<file path="src/rtl/fix_rx_framer.sv">
// FIX-style tag=value framer for a TOE byte stream: splits fields, streams value
// bytes tagged with their field, verifies the tag-10 checksum and closes or aborts messages.
module fix_rx_framer #(
  parameter int         NUM_HOSTS      = 4,
  parameter int         HOST_W         = 2,
  parameter logic [7:0] DELIM          = 8'h3B,
  parameter int         TAG_W          = 16,
  parameter int         MAX_TAG_DIGITS = 5,
  parameter int         MAX_VAL_LEN    = 64
) (
  input  logic              clk,
  input  logic              rst,
  input  logic              valid_i,
  input  logic [7:0]        message_i,
  input  logic              sof_i,
  input  logic [HOST_W-1:0] host_i,
  output logic              value_valid_o,
  output logic [7:0]        value_o,
  output logic [TAG_W-1:0]  tag_o,
  output logic              field_end_o,
  output logic [HOST_W-1:0] host_o,
  output logic              msg_done_o,
  output logic              msg_err_o,
  output logic [2:0]        err_code_o,
  output logic [15:0]       ok_cnt_o,
  output logic [15:0]       err_cnt_o
);

  localparam logic [1:0] S_IDLE    = 2'd0;
  localparam logic [1:0] S_TAG     = 2'd1;
  localparam logic [1:0] S_VALUE   = 2'd2;
  localparam logic [1:0] S_DISCARD = 2'd3;

  localparam logic [2:0] E_NONE    = 3'd0;
  localparam logic [2:0] E_BADTAG  = 3'd1;
  localparam logic [2:0] E_NOBEGIN = 3'd2;
  localparam logic [2:0] E_OVERLEN = 3'd3;
  localparam logic [2:0] E_CKSUM   = 3'd4;
  localparam logic [2:0] E_TRUNC   = 3'd5;
  localparam logic [2:0] E_EMPTY   = 3'd6;

  localparam int TL_W = $clog2(MAX_TAG_DIGITS + 1);
  localparam int VL_W = $clog2(MAX_VAL_LEN + 1);
  localparam logic [TL_W-1:0]  TL_MAX    = TL_W'(MAX_TAG_DIGITS);
  localparam logic [VL_W-1:0]  VL_MAX    = VL_W'(MAX_VAL_LEN);
  localparam logic [TAG_W-1:0] TAG_BEGIN = TAG_W'(8);
  localparam logic [TAG_W-1:0] TAG_CKSUM = TAG_W'(10);

  if (HOST_W != $clog2(NUM_HOSTS)) begin : g_host_w_check
    $error("HOST_W must equal clog2(NUM_HOSTS)");
  end

  logic [1:0]       state;
  logic [TAG_W-1:0] tag;
  logic [TL_W-1:0]  tag_len;
  logic [VL_W-1:0]  val_len;
  logic [7:0]       sum;
  logic [7:0]       ref_sum;
  logic             first_field;
  logic [9:0]       ck_val;
  logic [1:0]       ck_len;
  logic             ck_bad;

  logic             is_digit;
  logic             is_eq;
  logic             is_delim;
  logic [3:0]       digit;
  logic [TAG_W-1:0] tag_acc;
  logic             ck_ok;
  logic [2:0]       err_next;

  assign is_digit = (message_i >= 8'h30) && (message_i <= 8'h39);
  assign is_eq    = (message_i == 8'h3D);
  assign is_delim = (message_i == DELIM);
  assign digit    = message_i[3:0];
  assign tag_acc  = tag * TAG_W'(10) + TAG_W'(digit);
  // The tag-10 value must be exactly three digits spelling the sum captured at field start.
  assign ck_ok    = !ck_bad && (ck_len == 2'd3) && (ck_val == {2'b00, ref_sum});

  always_comb begin
    err_next = E_NONE;
    if (valid_i) begin
      if (sof_i) begin
        if (state == S_TAG || state == S_VALUE) err_next = E_TRUNC;
        else if (!is_digit)                     err_next = E_BADTAG;
      end else begin
        case (state)
          S_TAG: begin
            if (is_digit) begin
              if (tag_len == TL_MAX) err_next = E_BADTAG;
            end else if (!is_eq || tag_len == '0) begin
              err_next = E_BADTAG;
            end else if (first_field && tag != TAG_BEGIN) begin
              err_next = E_NOBEGIN;
            end
          end
          S_VALUE: begin
            if (is_delim) begin
              if (val_len == '0)                     err_next = E_EMPTY;
              else if (tag_o == TAG_CKSUM && !ck_ok) err_next = E_CKSUM;
            end else if (val_len == VL_MAX) begin
              err_next = E_OVERLEN;
            end
          end
          default: ;
        endcase
      end
    end
  end

  always_ff @(posedge clk or posedge rst) begin
    if (rst) begin
      state         <= S_IDLE;
      tag           <= '0;
      tag_len       <= '0;
      val_len       <= '0;
      sum           <= 8'd0;
      ref_sum       <= 8'd0;
      first_field   <= 1'b0;
      ck_val        <= 10'd0;
      ck_len        <= 2'd0;
      ck_bad        <= 1'b0;
      value_valid_o <= 1'b0;
      value_o       <= 8'd0;
      tag_o         <= '0;
      field_end_o   <= 1'b0;
      host_o        <= '0;
      msg_done_o    <= 1'b0;
      msg_err_o     <= 1'b0;
      err_code_o    <= E_NONE;
      ok_cnt_o      <= 16'd0;
      err_cnt_o     <= 16'd0;
    end else begin
      value_valid_o <= 1'b0;
      field_end_o   <= 1'b0;
      msg_done_o    <= 1'b0;
      msg_err_o     <= 1'b0;
      err_code_o    <= E_NONE;
      if (valid_i) begin
        if (err_next != E_NONE) begin
          msg_err_o  <= 1'b1;
          err_code_o <= err_next;
          if (err_cnt_o != 16'hFFFF) err_cnt_o <= err_cnt_o + 16'd1;
        end
        // A start byte always opens a fresh message, even when it truncates the old one.
        if (sof_i) begin
          host_o      <= host_i;
          sum         <= message_i;
          ref_sum     <= 8'd0;
          first_field <= 1'b1;
          val_len     <= '0;
          tag         <= is_digit ? TAG_W'(digit) : '0;
          tag_len     <= is_digit ? TL_W'(1) : '0;
          state       <= is_digit ? S_TAG : S_DISCARD;
        end else if (err_next != E_NONE) begin
          state <= S_DISCARD;
        end else begin
          case (state)
            S_TAG: begin
              sum <= sum + message_i;
              if (is_digit) begin
                tag     <= tag_acc;
                tag_len <= tag_len + TL_W'(1);
              end else begin
                state   <= S_VALUE;
                tag_o   <= tag;
                val_len <= '0;
                ck_val  <= 10'd0;
                ck_len  <= 2'd0;
                ck_bad  <= 1'b0;
              end
            end
            S_VALUE: begin
              sum <= sum + message_i;
              if (is_delim) begin
                field_end_o <= 1'b1;
                if (tag_o == TAG_CKSUM) begin
                  msg_done_o <= 1'b1;
                  state      <= S_IDLE;
                  if (ok_cnt_o != 16'hFFFF) ok_cnt_o <= ok_cnt_o + 16'd1;
                end else begin
                  state       <= S_TAG;
                  tag         <= '0;
                  tag_len     <= '0;
                  first_field <= 1'b0;
                  ref_sum     <= sum + message_i;
                end
              end else begin
                value_valid_o <= 1'b1;
                value_o       <= message_i;
                val_len       <= val_len + VL_W'(1);
                if (is_digit && ck_len != 2'd3) begin
                  ck_val <= ck_val * 10'd10 + {6'd0, digit};
                  ck_len <= ck_len + 2'd1;
                end else begin
                  ck_bad <= 1'b1;
                end
              end
            end
            default: ;
          endcase
        end
      end
    end
  end

endmodule

</file>
<file path="config.mk">
export PLATFORM = sky130hd
export DESIGN_NAME = fix_rx_framer
export DESIGN_NICKNAME = d
export VERILOG_FILES = /design/src/rtl/fix_rx_framer.sv
export SDC_FILE = /design/constraint.sdc
export NUM_CORES = 1
export LEC_CHECK = 0
export CAP_MARGIN = 15
export CORE_MARGIN = 2
export CORE_UTILIZATION = 35
export DETAILED_ROUTE_END_ITERATION = 8
export PLACE_DENSITY = 0.54
export SYNTH_ARGS = -nofsm -noshare
export SYNTH_HDL_FRONTEND = slang
export SYNTH_SLANG_ARGS = --single-unit
</file>
<file path="constraint.sdc">
create_clock -name clk -period 4.3 [get_ports clk]
set_input_delay 0.86 -clock clk [delete_from_list [all_inputs] [get_ports clk]]
set_output_delay 0.86 -clock clk [all_outputs]
set_load 0.01 [all_outputs]
</file>
==> run_results.csv <==
group,metric,value,unit
run_status,status,"complete, no violations",
timing,skew,0.00780,ns
grt,grt_pass1_wl,30.7,mm
clock_tree,clockRootBuffer,"clkbuf_16",
grt,grt.overflow.total,0,
clock_tree,clk_transition_reported_paths,0.06,ns
timing,fin_crit_sh,80.9,%
timing,layout_min_cycle_time,3.48,ns
critical_path,path_class,"flop to flop",
floorplanning,num_rows,53,
timing,slew_viol_final,0,
grt,track_usage,17.4,%
floorplanning,initial_core_util,35.7,%
floorplanning,core,21000,µm²
timing,layout_setup_ws,0.823,ns
yosys,syn_avg_cell_area,10.1,µm²
clock_tree,hold_buffers,0,
timing,slew-limit-headroom,55.2,%
yosys,synth-async-reset-ratio,100,%
placed_design,gp_congestion,0.771,
layout,layout-drive-gt1-share,13.1,%
placed_design,dp_hpwl,13.3,mm
critical_path,crit_path_top_delay_cell,"dfrtp_1",
timing,hold_viol,0,
layout,diodes,0,
timing,setup_viol,0,
layout,area_growth,24.5,%
yosys,yosysUniqueCellTypes,68,
power,peakVddDrop,366,µV
grt,grt_pass1_vias,5814,
critical_path,setup.worst_path.end_class,"flop",
yosys,ys_seq_area_share,41.0,%
detailed_routing,drc,0,
detailed_routing,wl_per_cell,16.0,µm
run,maxCapViolations,0,
critical_path,crit_chain,"ha_1, ha_1, inv_1, fa_1, xnor2_1, nor3b_1, nand3_1, nor4_1, and4_1, mux2i_1, nand3_1",
clock_tree,tritoncts,"yes",
layout,layout_commonest_cell,"dfrtp_1",
clock_tree,clk_path_buf_depth,2,
timing,grt_setup_unrepaired,"no",
clock_tree,cts-resized-gates,0,
timing,fmax,288,MHz
power,powerDensity,590,nW/µm²
yosys,syn-num-nets,819,
grt,antenna_found_initial,0,
yosys,netlist_area,7500,µm²
detailed_routing,via_count,5833,
yosys,synth-edff-count,0,
layout,nets,924,
detailed_routing,ant_nets,0,
critical_path,start_kind,"flop",
floorplanning,die_area,22600,µm²
critical_path,crit_fanout,6,
clock_tree,clk_latency,0.42,ns
critical_path,required,4.60,ns
timing,final.setup.tns,0,ns
power,power_leakage,4.28,nW
yosys,synth_cells,743,
yosys,synth_ff_type,"dfrtp_1",
floorplanning,die_w,150,µm
clock_tree,htree_levels,4,
min_path,hold_path_class,"flop to flop",
timing,tightestPinTransition,0.667,ns
clock_tree,cts_made_buffers,17,
critical_path,cp_slowest_stage_delay,0.48,ns
detailed_routing,dr.first_iter.drc_count,307,
placed_design,pre_cts_ws,0.473,ns
yosys,yosysWarnings,0,
grt,grt_max_degree,57,
floorplanning,die_h,150,µm
detailed_routing,wirelength,18.2,mm
critical_path,worst-endpoint-arrival,3.78,ns
detailed_routing,via_per_inst,5.13,
yosys,yosys_register_bits,123,
layout,final_cell_mix,"dfrtp_1 (123), clkdlybuf4s50_1 (78), nand2_1 (72)",
floorplanning,ios,79,
placed_design,port_buffers,78,
detailed_routing,drtPass1Iterations,4,
clock_tree,post_cts_buffers,0,
clock_tree,clock-sinks,123,
worst max-delay path: cells and delay by family, from the launching register on:
kind          cells  cell delay [ns]
buf+inv           1             0.06
fa+ha+maj         3             0.91
flops             1             0.48
mux               1             0.20
simple gates      5             1.39
xor+xnor          1             0.33
layout make-up:
class	count	area (µm²)
Clock buffer	25	495
Clock inverter	7	87.6
Fill cell	1999	11700
Inverter	31	119
Multi-Input combinational cell	569	4210
Sequential cell	123	3080
Tap cell	275	344
Timing Repair Buffer	106	1000
cell families after synthesis:
kind of cell | share of synthesized area, %
simple gates | 17.5
compound gates | 12.6
flops | 41.0
xor+xnor | 9.46
fa+ha+maj | 10.8
buf+inv | 2.89
mux | 5.67
Yosys cell counts (4+ instances only):
| library cell | number | area share (%) |
|---|---|---|
| a211oi_1 | 4 | 0.40 |
| a21o_1 | 11 | 1.1 |
| a21oi_1 | 24 | 1.6 |
| a31oi_1 | 4 | 0.33 |
| and2_1 | 4 | 0.33 |
| and3_1 | 8 | 0.67 |
| and4_1 | 8 | 0.93 |
| buf_2 | 5 | 0.33 |
| clkbuf_1 | 10 | 0.50 |
| dfrtp_1 | 123 | 41 |
| fa_1 | 5 | 1.3 |
| ha_1 | 57 | 9.5 |
| inv_1 | 29 | 1.5 |
| mux2_2 | 36 | 5.4 |
| nand2_1 | 72 | 3.6 |
| nand3_1 | 34 | 2.3 |
| nand4_1 | 11 | 0.92 |
| nor2_1 | 44 | 2.2 |
| nor2b_1 | 10 | 0.83 |
| nor3_1 | 22 | 1.5 |
| nor4_1 | 15 | 1.3 |
| nor4b_1 | 5 | 0.58 |
| o21ai_0 | 32 | 2.1 |
| o21bai_1 | 4 | 0.40 |
| o31ai_1 | 23 | 2.3 |
| xnor2_1 | 42 | 4.9 |
| xor2_1 | 39 | 4.6 |
layer usage:
| metal | up-vias | GRT usage, % | part of all wire [%] |
|---|---|---|---|
| met1 | 2827 | 25.3 | 52 |
| met4 | 0 | 4.53 | 0.84 |
| met5 | - | 0 | 0 |
| met3 | 11 | 4.00 | 3.8 |
| li1 | 2894 | - | - |
| met2 | 101 | 26.0 | 44 |
registers in the layout, indices dropped and copies added (netlist names), 2 cells and up:
| name | count |
|---|---|
| tag_o | 16 |
| host_o | 2 |
| ck_len | 2 |
| ref_sum | 8 |
| value_o | 8 |
| tag | 16 |
| ck_val | 10 |
| sum | 8 |
| val_len | 7 |
| ok_cnt_o | 16 |
| err_code_o | 3 |
| state | 2 |
| err_cnt_o | 16 |
| tag_len | 3 |
final timing paths:
path	startpoint	to	slack [ns]	cells past startpoint
worst max-delay path	tag[1]	tag[15]	0.82	11
worst min-delay path	ok_cnt_o[5]	ok_cnt_o[5]	0.49	1
worst max register to register	tag[1]	tag[15]	0.82	11
worst min register to register	ok_cnt_o[5]	ok_cnt_o[5]	0.49	1
max in group asynchronous	rst	err_code_o[2]	2.63	3
min in group asynchronous	rst	ck_val[6]	0.90	2
power by group:
part / internal (mW) / switching (mW)
clock network: 0.911 / 0.518
registers: 1.46 / 0.308
logic: 1.10 / 1.21
total: 3.47 / 2.04
through the flow:
| step | cell area [µm²] | hold slack [ns] | power [mW] | util, % | cells |
|---|---|---|---|---|---|
| floorplan | 7500 | 0.450 | 3.29 | - | 743 |
| global placement | 8750 | 0.466 | 4.08 | 41.6 | 1104 |
| detailed placement | 8750 | 0.481 | 4.10 | 41.6 | 1104 |
| CTS | 9340 | 0.493 | 5.56 | 44.4 | 1136 |
| global route | 9340 | 0.508 | 5.93 | 44.4 | 1136 |
| finish | 9340 | 0.488 | 5.51 | 44.4 | 1136 |
Power figures use the tool's default switching activity.
